<file path="src/rtl/ttc_intr_sched19.sv">
// ttc_intr_sched19: three-channel timer interrupt scheduler with ack/clear handshake,
// fixed or round-robin arbitration, and an optional acknowledge timeout.
module ttc_intr_sched19 #(
  parameter logic [7:0] ACK_TIMEOUT = 8'd200,
  parameter int         HOLDOFF     = 2
) (
  input  logic       pclk19,
  input  logic       n_p_reset19,
  input  logic [2:0] chan_intr19,
  input  logic       cfg_sel19,
  input  logic [7:0] pwdata19,
  input  logic       ack19,
  output logic       irq19,
  output logic [1:0] irq_id19,
  output logic [2:0] clear_interrupt19,
  output logic [4:0] cfg_out19,
  output logic       timeout_flag19
);
  typedef enum logic [1:0] {IDLE, ASSERT, CLEAR, HOLD} state_t;
  state_t     state;
  logic [1:0] id, last_grant, grant, c0, c1, c2;
  logic [7:0] ack_cnt;
  logic [2:0] hold_cnt;
  logic [3:0] elig;
  logic       en_next, timeout, unused_bits;
  function automatic logic [1:0] nxt(input logic [1:0] x);
    return x == 2'd2 ? 2'd0 : x + 2'd1;
  endfunction
  assign unused_bits = ^pwdata19[6:5];
  assign elig = {1'b0, chan_intr19 & cfg_out19[3:1] & {3{cfg_out19[0]}}};
  // a disabling write aborts ASSERT/HOLD on the same edge it is written
  assign en_next = cfg_sel19 ? pwdata19[0] : cfg_out19[0];
  assign timeout = ACK_TIMEOUT != 8'd0 && ack_cnt == ACK_TIMEOUT - 8'd1;
  assign c0 = nxt(last_grant);
  assign c1 = nxt(c0);
  assign c2 = nxt(c1);
  assign grant = !cfg_out19[4] ? (elig[0] ? 2'd0 : elig[1] ? 2'd1 : 2'd2)
                               : (elig[c0] ? c0 : elig[c1] ? c1 : c2);
  assign irq19 = state == ASSERT;
  assign irq_id19 = irq19 ? id : 2'd0;
  assign clear_interrupt19 = state == CLEAR ? 3'b001 << id : 3'd0;
  always_ff @(posedge pclk19 or negedge n_p_reset19) begin
    if (!n_p_reset19) begin
      state          <= IDLE;
      id             <= 2'd0;
      last_grant     <= 2'd2;
      ack_cnt        <= 8'd0;
      hold_cnt       <= 3'd0;
      cfg_out19      <= 5'd0;
      timeout_flag19 <= 1'b0;
    end else begin
      if (cfg_sel19) cfg_out19 <= pwdata19[4:0];
      if (state == ASSERT && en_next && !ack19 && timeout) timeout_flag19 <= 1'b1;
      else if (cfg_sel19 && pwdata19[7]) timeout_flag19 <= 1'b0;
      case (state)
        IDLE:
          if (elig != 4'd0) begin
            state      <= ASSERT;
            id         <= grant;
            last_grant <= grant;
            ack_cnt    <= 8'd0;
          end
        ASSERT:
          if (!en_next) state <= IDLE;
          else if (ack19) state <= CLEAR;
          else if (timeout) state <= IDLE;
          else ack_cnt <= ack_cnt + 8'd1;
        CLEAR: begin
          state    <= HOLD;
          hold_cnt <= 3'(HOLDOFF - 1);
        end
        HOLD:
          if (!en_next || hold_cnt == 3'd0) state <= IDLE;
          else hold_cnt <= hold_cnt - 3'd1;
        default: state <= IDLE;
      endcase
    end
  end
endmodule

</file>
<file path="config.mk">
export PLATFORM = sky130hd
export DESIGN_NAME = ttc_intr_sched19
export DESIGN_NICKNAME = d
export VERILOG_FILES = /design/src/rtl/ttc_intr_sched19.sv
export SDC_FILE = /design/constraint.sdc
export NUM_CORES = 1
export LEC_CHECK = 0
export ABC_AREA = 1
export CAP_MARGIN = 5
export CORE_ASPECT_RATIO = 0.9
export CORE_MARGIN = 3
export CORE_UTILIZATION = 65
export CTS_CLUSTER_SIZE = 30
export DETAILED_ROUTE_END_ITERATION = 10
export DONT_BUFFER_PORTS = 1
export PLACE_DENSITY = 0.88
export SETUP_SLACK_MARGIN = 0.05
export SLEW_MARGIN = 20
export SYNTH_ARGS = -nofsm -noshare
export SYNTH_HDL_FRONTEND = slang
export SYNTH_SLANG_ARGS = --single-unit
</file>
<file path="constraint.sdc">
create_clock -name pclk19 -period 3.9 [get_ports pclk19]
set_clock_uncertainty 0.2 [all_clocks]
set_input_delay 0.78 -clock pclk19 [delete_from_list [all_inputs] [get_ports pclk19]]
set_output_delay 0.78 -clock pclk19 [all_outputs]
set_load 0.02 [all_outputs]
</file>
After elaboration in Yosys (flattened, before gate mapping)
Cells that the tools add are included.

word-level totals
  register bits after elaboration = 23
  input bits = 15
  output and inout bits = 12
  word-level logic and storage cells = 78

operators by class
  add/sub/neg operators = 5
  $lt $le $gt $ge = 2
  equality and inequality tests = 14
  shift operators = 1
  multiplexer cells = 30
  bitwise operators = 2
  reduce and logical (&&, ||, !) cells = 17

operator list
  cell                                                    count
  2-to-1 mux 8 bit                                        4
  2-to-1 mux 2 bit                                        14
  case mux 8 bit (2 select lines)                         1
  == test 2 bit (second input constant)                   5
  inequality test 2 bit (second input constant)           5
  adder 8 x 1 -> 8 bit (second input constant)            1
  == test 8 bit (second input constant)                   1
  case mux 2 bit (4 select lines)                         1
  adder 2 x 1 -> 2 bit (second input constant)            3
  AND 3 bit                                               2
  < comparator 2 x 3 -> 1 bit (second input constant)     2
  2-to-1 mux 3 bit                                        2
  case mux 3 bit (2 select lines)                         1
  nonzero test 2 bit                                      3
  2-to-1 mux 1 bit                                        5
  AND reduction 5 bit                                     1
  binary-select mux 1 bit (select 2 bit)                  2
  logical AND 1 bit                                       4
  inequality test 4 x 3 -> 1 bit (second input constant)  1
  AND reduction 2 bit                                     2
  nonzero test 4 bit                                      1
  zero test 3 bit                                         1
  AND reduction 3 bit                                     1
  << shifter 1 x 2 -> 3 bit (first input constant)        1
  6 further kinds                                         7

Depth between registers and ports, before layout
Gate-level depths: netlist of run 1.

  word-level depth = 9
  depth in mapped cells = 9
  mapped depth without buffers = 9

Worst setup path after synthesis of run 1
Ideal clock, no wire load.

  path kind = reg2out
  start = register state[0]
  end = output port clear_interrupt19[0]
  data arrival time = 1.043 ns
  required time = 2.920 ns
  setup slack = 1.877 ns
  cell stages (with the launch flop) = 4
  buffers on the path = 0
  path through = dfrtp_1 -> nor2_1 -> inv_1 -> nor3_1

on the way
  word-level cells in the longest chain between the ends = 2

RTL lines
  what                    RTL line  source
  from (decl)             20        state_t state;
  from (signal assigned)  44        state <= IDLE;
  from (signal assigned)  58        state <= ASSERT;
  from (signal assigned)  64        if (!en_next) state <= IDLE;
  == test 2 bit           41        assign clear_interrupt19 = state == CLEAR ? 3'b001 << id : 3'd0;
  2-to-1 mux 3 bit        41
  to (decl)               15        output logic [2:0] clear_interrupt19,

Every way passes these cells.

Worst setup path after layout of run 1
  start = register state[0]
  end = output port clear_interrupt19[1]

The elaborated chain is that of the path after synthesis.

==> flow_summary.ini, run 1 <==
[placement]
detailedPlace.worstSlack_ns = 1.768
place.gp.congestion = 0.8976
placed_cells = 203
buffer_ports.inserted = 0
dp.final_hpwl_um = 2149

[synth]
async_reset_ff_frac = 1.000
synth.top_cell.area_share = 0.3940
synth_seq_cells = 22
yosysWarningCount = 0
post_synth.cell_area_avg_um2 = 7.369
synth_enable_flop_cells = 0
synth_seq_area_share = 0.4137
synthMostInstantiatedCell = nand2_1
synth.top_cells.by_area = dfrtp_1 (39%), nand2_1 (16%), nor2_1 (7.0%)
synthCells = 181
syn-num-nets = 199
syn-cell-area_um2 = 1334
yosys.area.top_type = dfrtp_1
number_of_library_cell_types_mapped_by_synthesis = 29
ys_top_cells_by_count = nand2_1 (57), nor2_1 (25), dfrtp_1 (21)
synthFlopType = dfrtp_1

[final_layout]
antenna_cells = 0
layout.cells.non_filler = 208
area.growth.synth_to_final_pct = 4.972
core_util_final = 0.7760
fillers = 114
layout-drive-gt1-share = 0.1359
multi_input_comb_area_um2 = 693.2
design.final.nets = 203
seqCellArea_um2 = 551.8

[power_and_ir_drop]
finalPower_mw = 0.7591
power_leakage_nw = 0.6882
pwr_density_cell_nw_per_um2 = 542.2
vdd_ir_drop_max_uv = 571.3

[clock_network]
htree_num_levels = 1
postCtsResizedCells = 0
tritoncts_buffer_count = 3
cts_tree = yes
cts_max_path_buffers = 2
clkTransAtPathRegs_ns = 0.12
clk-insertion-delay-late_ns = 0.30
clock-root-buffer = clkbuf_4
cts_sinks = 22

[global_routing]
grt_util_all_layers = 0.2444
via_count_of_the_first_global_routing_pass = 1103
globalRouteOverflowTotal = 0
initial_antenna_violation_count = 0
grt_first_pass_wirelength_um = 4843
grt_start_max_net_pins = 22

[run]
cap_viol_max_count = 0

[timing]
fmax_mhz = 405.7
max-slew-margin-rel = 0.3848
setup-violations-final = 0
hold_viol = 0
rsz_0062_raised_after_global_routing = no
final.setup.worst_slack_ns = 1.435
fin_setup_tns_ns = 0
post-route-min-period_ns = 2.465
timing_worst_slew_pin_value_ns = 0.9197
maxSlewViolCount = 0
post-route-period-util = 0.6320

[route]
avgViaCountPerCell = 5.615
postRouteWirelength_um = 2809
detailroute.via_count = 1168
postRouteAntennaNets = 0
drt-wirelength-per-cell_um = 13.50
drt_iter0_markers = 57
first_pass_iters = 5
remaining_drc_errors = 0

[critical_path]
r2r.worst_path.cells = 9
critPathMaxFanout = 6
rrSetupSlack_ns = 2.10
worst-endpoint-arrival_ns = 1.48
worstSetupStartpointType = flip-flop
critical_path_required_ns = 2.92
regToRegStartpoint = ack_cnt[0]
worst_setup_path_end_kind = primary output
worst-setup-path-type = flip-flop to primary output
critical_path.reg2reg.endpoint = ack_cnt[6]

[status]
outcome = finished clean

[min_path]
hold_path.class = primary input to asynchronous set/reset pin

[floorplanning]
dieArea_um2 = 2632
die_height_um = 48.98
core_region_area_um2 = 1804
num_io_pins = 27
die_extent_in_x_um = 53.75
start_util = 0.7393
rows = 14
flip-flops by register name (all words and copies together) (netlist names), named ones only:
signal          cells
cfg_out19           5
ack_cnt             8
state               1
timeout_flag19      1
last_grant          1
hold_cnt            3
id                  2
cell type report:
class                      instances  area share
clock buffer                       4     0.02592
inverter                          21     0.05630
multi-input combinational        136      0.4951
sequential                        22      0.3941
tap                               24     0.02145
timing repair buffer               1    0.007149
logic make-up (layout without fill, tap and decap cells):
logic type	after synthesis	in the layout	synth area share
and+or+nand+nor	113	113	0.3724
buffers and inverters	23	26	0.06660
DFF	22	22	0.4137
AOI/OAI and AO/OA	16	16	0.08724
adders and majority gates	3	3	0.02815
muxes	3	3	0.02533
xor gates and xnor gates	1	1	0.006568
layout by cell type, fill, tap and decap left out, types with 3 or more instances in the layout:
master / count
nand3_1: 13
nor3_1: 5
dfrtp_1: 21
nand2_2: 4
ha_1: 3
nor2_1: 25
nand3_2: 3
inv_2: 5
nand2_1: 57
a21oi_1: 3
inv_1: 15
mux2_2: 3
clkbuf_4: 3
metrics by stage:
stage               hold WS (ns)  cell area (um^2)
floorplan                 0.2443              1334
global placement          0.2625              1354
detailed placement        0.2701              1354
CTS                       0.1000              1400
global route             0.07470              1400
finish                   0.09893              1400
what timing repair did:
item                                   4_1_cts  5_1_grt
hold buffers                                 1        0
setup buffers                                0        0
endpoints found under the hold margin       21        0
power breakdown:
| part | total [mW] | switching [mW] | internal (mW) |
|---|---|---|---|
| sequential | 0.339 | 0.0605 | 0.279 |
| clock | 0.122 | 0.0656 | 0.0569 |
| combinational | 0.297 | 0.210 | 0.0871 |
metal layers:
metal	share of wire	global-route usage
met5	0	0
met4	0.0089	0.05957
met3	0.087	0.06422
met2	0.47	0.3730
met1	0.44	0.3406
how the worst max path moves through the flow:
stage | startpoint | end | slack (ns) | cells past startpoint
floorplan | state[0] | clear_interrupt19[0] | 1.88 | 3
global placement | state[0] | clear_interrupt19[2] | 1.81 | 3
detailed placement | state[0] | clear_interrupt19[1] | 1.77 | 3
CTS | state[0] | clear_interrupt19[1] | 1.42 | 3
global route | state[0] | clear_interrupt19[1] | 1.31 | 3
finish | state[0] | clear_interrupt19[1] | 1.44 | 3
worst max-delay path: stages (launching register included):
cell and delay, ns:
dfrtp_1 0.45, nor2_1 0.12, inv_1 0.10, nor3_1 0.53
Note: power is estimated with default switching activity, not from simulation.
==> inputs of run 2 (changes only) <==
--- a/config.mk
+++ b/config.mk
@@ -9,11 +9,11 @@
 export CAP_MARGIN = 5
 export CORE_ASPECT_RATIO = 0.9
 export CORE_MARGIN = 3
-export CORE_UTILIZATION = 65
+export CORE_UTILIZATION = 61
 export CTS_CLUSTER_SIZE = 30
 export DETAILED_ROUTE_END_ITERATION = 10
 export DONT_BUFFER_PORTS = 1
-export PLACE_DENSITY = 0.88
+export PLACE_DENSITY = 0.84
 export SETUP_SLACK_MARGIN = 0.05
 export SLEW_MARGIN = 20
 export SYNTH_ARGS = -nofsm -noshare
==> constraint.sdc (replaced) <==
create_clock -name pclk19 -period 2.5 [get_ports pclk19]
set_clock_uncertainty 0.2 [all_clocks]
set_input_delay 0.5 -clock pclk19 [delete_from_list [all_inputs] [get_ports pclk19]]
set_output_delay 0.5 -clock pclk19 [all_outputs]
set_load 0.02 [all_outputs]
==> run 2 against run 1 <==
Against the previous run: clock power grew 59%; critical path type unchanged; non-clock buffer count is the same; critical path depth is the same; sequential cell count is the same; setup slack lost 1.1 ns; core utilization shrank 7.2 points; global-route usage shrank 2.0 points; final area is essentially flat.
==> flow_summary.ini, run 2 (synthesized netlist as in run 1, its figures left out) <==
[status]
outcome = finished clean

[clock_network]
tritoncts_buffer_count = 3
htree_num_levels = 1
cts_setup_buffers = 0
clkTransAtPathRegs_ns = 0.12
cts_tree = yes
cts_max_path_buffers = 2
cts_sinks = 22
postCtsResizedCells = 0
clk-insertion-delay-late_ns = 0.30
postCtsHoldBufs = 1
clock-root-buffer = clkbuf_4

[critical_path]
worst_setup_path_end_kind = primary output
worst-endpoint-arrival_ns = 1.47
regToRegStartpoint = cfg_out19[0]
r2r.worst_path.cells = 7
rrSetupSlack_ns = 0.67
critical_path_required_ns = 1.80
worst-setup-path-type = flip-flop to primary output
critical_path.reg2reg.endpoint = ack_cnt[4]
critPathMaxFanout = 6
worstSetupStartpointType = flip-flop

[run]
cap_viol_max_count = 0

[route]
avgViaCountPerCell = 5.684
postRouteAntennaNets = 0
remaining_drc_errors = 0
postRouteWirelength_um = 2799
first_pass_iters = 4
drt-wirelength-per-cell_um = 13.39
detailroute.via_count = 1188
drt_iter0_markers = 60

[timing]
finalHoldWorstSlack_ns = 0.08494
post-route-period-util = 0.8666
timing_worst_slew_pin_value_ns = 0.9621
final.setup.worst_slack_ns = 0.3334
hold_viol = 0
post-route-min-period_ns = 2.167
max-slew-margin-rel = 0.3565
fmax_mhz = 461.6
fin_setup_tns_ns = 0
rsz_0062_raised_after_global_routing = no
maxSlewViolCount = 0
setup-violations-final = 0

[power_and_ir_drop]
finalPower_mw = 1.182
vdd_ir_drop_max_uv = 768.9
pwr_density_cell_nw_per_um2 = 843.8
power_leakage_nw = 0.6882

[global_routing]
grt_start_max_net_pins = 23
via_count_of_the_first_global_routing_pass = 1096
globalRouteOverflowTotal = 0
grt_first_pass_wirelength_um = 4947
initial_antenna_violation_count = 0
grt_util_all_layers = 0.2243

[final_layout]
layout_commonest_cell = nand2_1
design.final.nets = 203
antenna_cells = 0
final_cell_mix = nand2_1 (57), nor2_1 (25), dfrtp_1 (21), inv_1 (15), nand3_1 (13)
largest_registers = ack_cnt (8), cfg_out19 (5), hold_cnt (3)
fillers = 161
layout.cells.non_filler = 209
layout-drive-gt1-share = 0.1359
reg_with_most_ffs = ack_cnt
area.growth.synth_to_final_pct = 5.065
largest_reg_flops = 8

[floorplanning]
num_io_pins = 27
rows = 15
dieArea_um2 = 2784
die_height_um = 50.36
core_region_area_um2 = 1989
die_extent_in_x_um = 55.29
start_util = 0.6704

[placement]
dp.final_hpwl_um = 2187
placed_cells = 204
buffer_ports.inserted = 0
place.gp.congestion = 0.8548
detailedPlace.worstSlack_ns = 0.6786

[min_path]
hold-path-cell-count = 1
hold_path.class = primary input to flip-flop
timing.hold.worst_endpoint = cfg_out19[4]
min-delay-start = cfg_sel19
-- run 2: cell counts in the layout (fill, tap and decap cells not counted) --
Identical to the previous run, type by type.
-- run 2: area by class of cell --
class / count / area [um^2] / area share
inverters: 21 / 78.83 / 0.05625
well taps: 25 / 31.28 / 0.02232
repair buffers: 1 / 10.01 / 0.007143
multi-input cells: 136 / 693.2 / 0.4946
clock buffers: 4 / 36.28 / 0.02589
flip-flops and latches: 22 / 551.8 / 0.3938
-- run 2: metrics by stage --
stage               instance area (um^2)  utilization
finish                              1401       0.7044
global route                        1401       0.7044
CTS                                 1401       0.7044
detailed placement                  1355       0.6811
global placement                    1355       0.6811
floorplan                           1334            -
-- run 2: worst max path at each step --
stage | start | to | slack (ns) | depth (start not counted)
3_5_place_dp | state[0] | clear_interrupt19[1] | 0.68 | 3
2_1_floorplan | state[0] | clear_interrupt19[0] | 0.76 | 3
3_3_place_gp | state[0] | clear_interrupt19[1] | 0.69 | 3
4_1_cts | state[0] | clear_interrupt19[1] | 0.32 | 3
5_1_grt | state[0] | clear_interrupt19[0] | 0.20 | 3
6_report | state[0] | clear_interrupt19[2] | 0.33 | 3
-- run 2: critical path, stage by stage, from the launching register on --
cell and delay (ns):
dfrtp_1 0.46, nor2_1 0.12, inv_1 0.09, nor3_1 0.49
-- run 2: routing by layer --
| layer | part of all wire | wire length (um) | up-vias | GRT usage |
|---|---|---|---|---|
| met4 | 0.0064 | 18 | 0 | 0.06073 |
| met3 | 0.059 | 165 | 2 | 0.05913 |
| li1 | - | - | 587 | - |
| met2 | 0.48 | 1356 | 36 | 0.3720 |
| met1 | 0.45 | 1258 | 563 | 0.2911 |
| met5 | 0 | 0 | - | 0 |
-- run 2: report_power, final --
group / internal (mW) / switching, mW
clock network: 0.0889 / 0.105
logic: 0.136 / 0.324
registers: 0.435 / 0.0928
total: 0.660 / 0.522
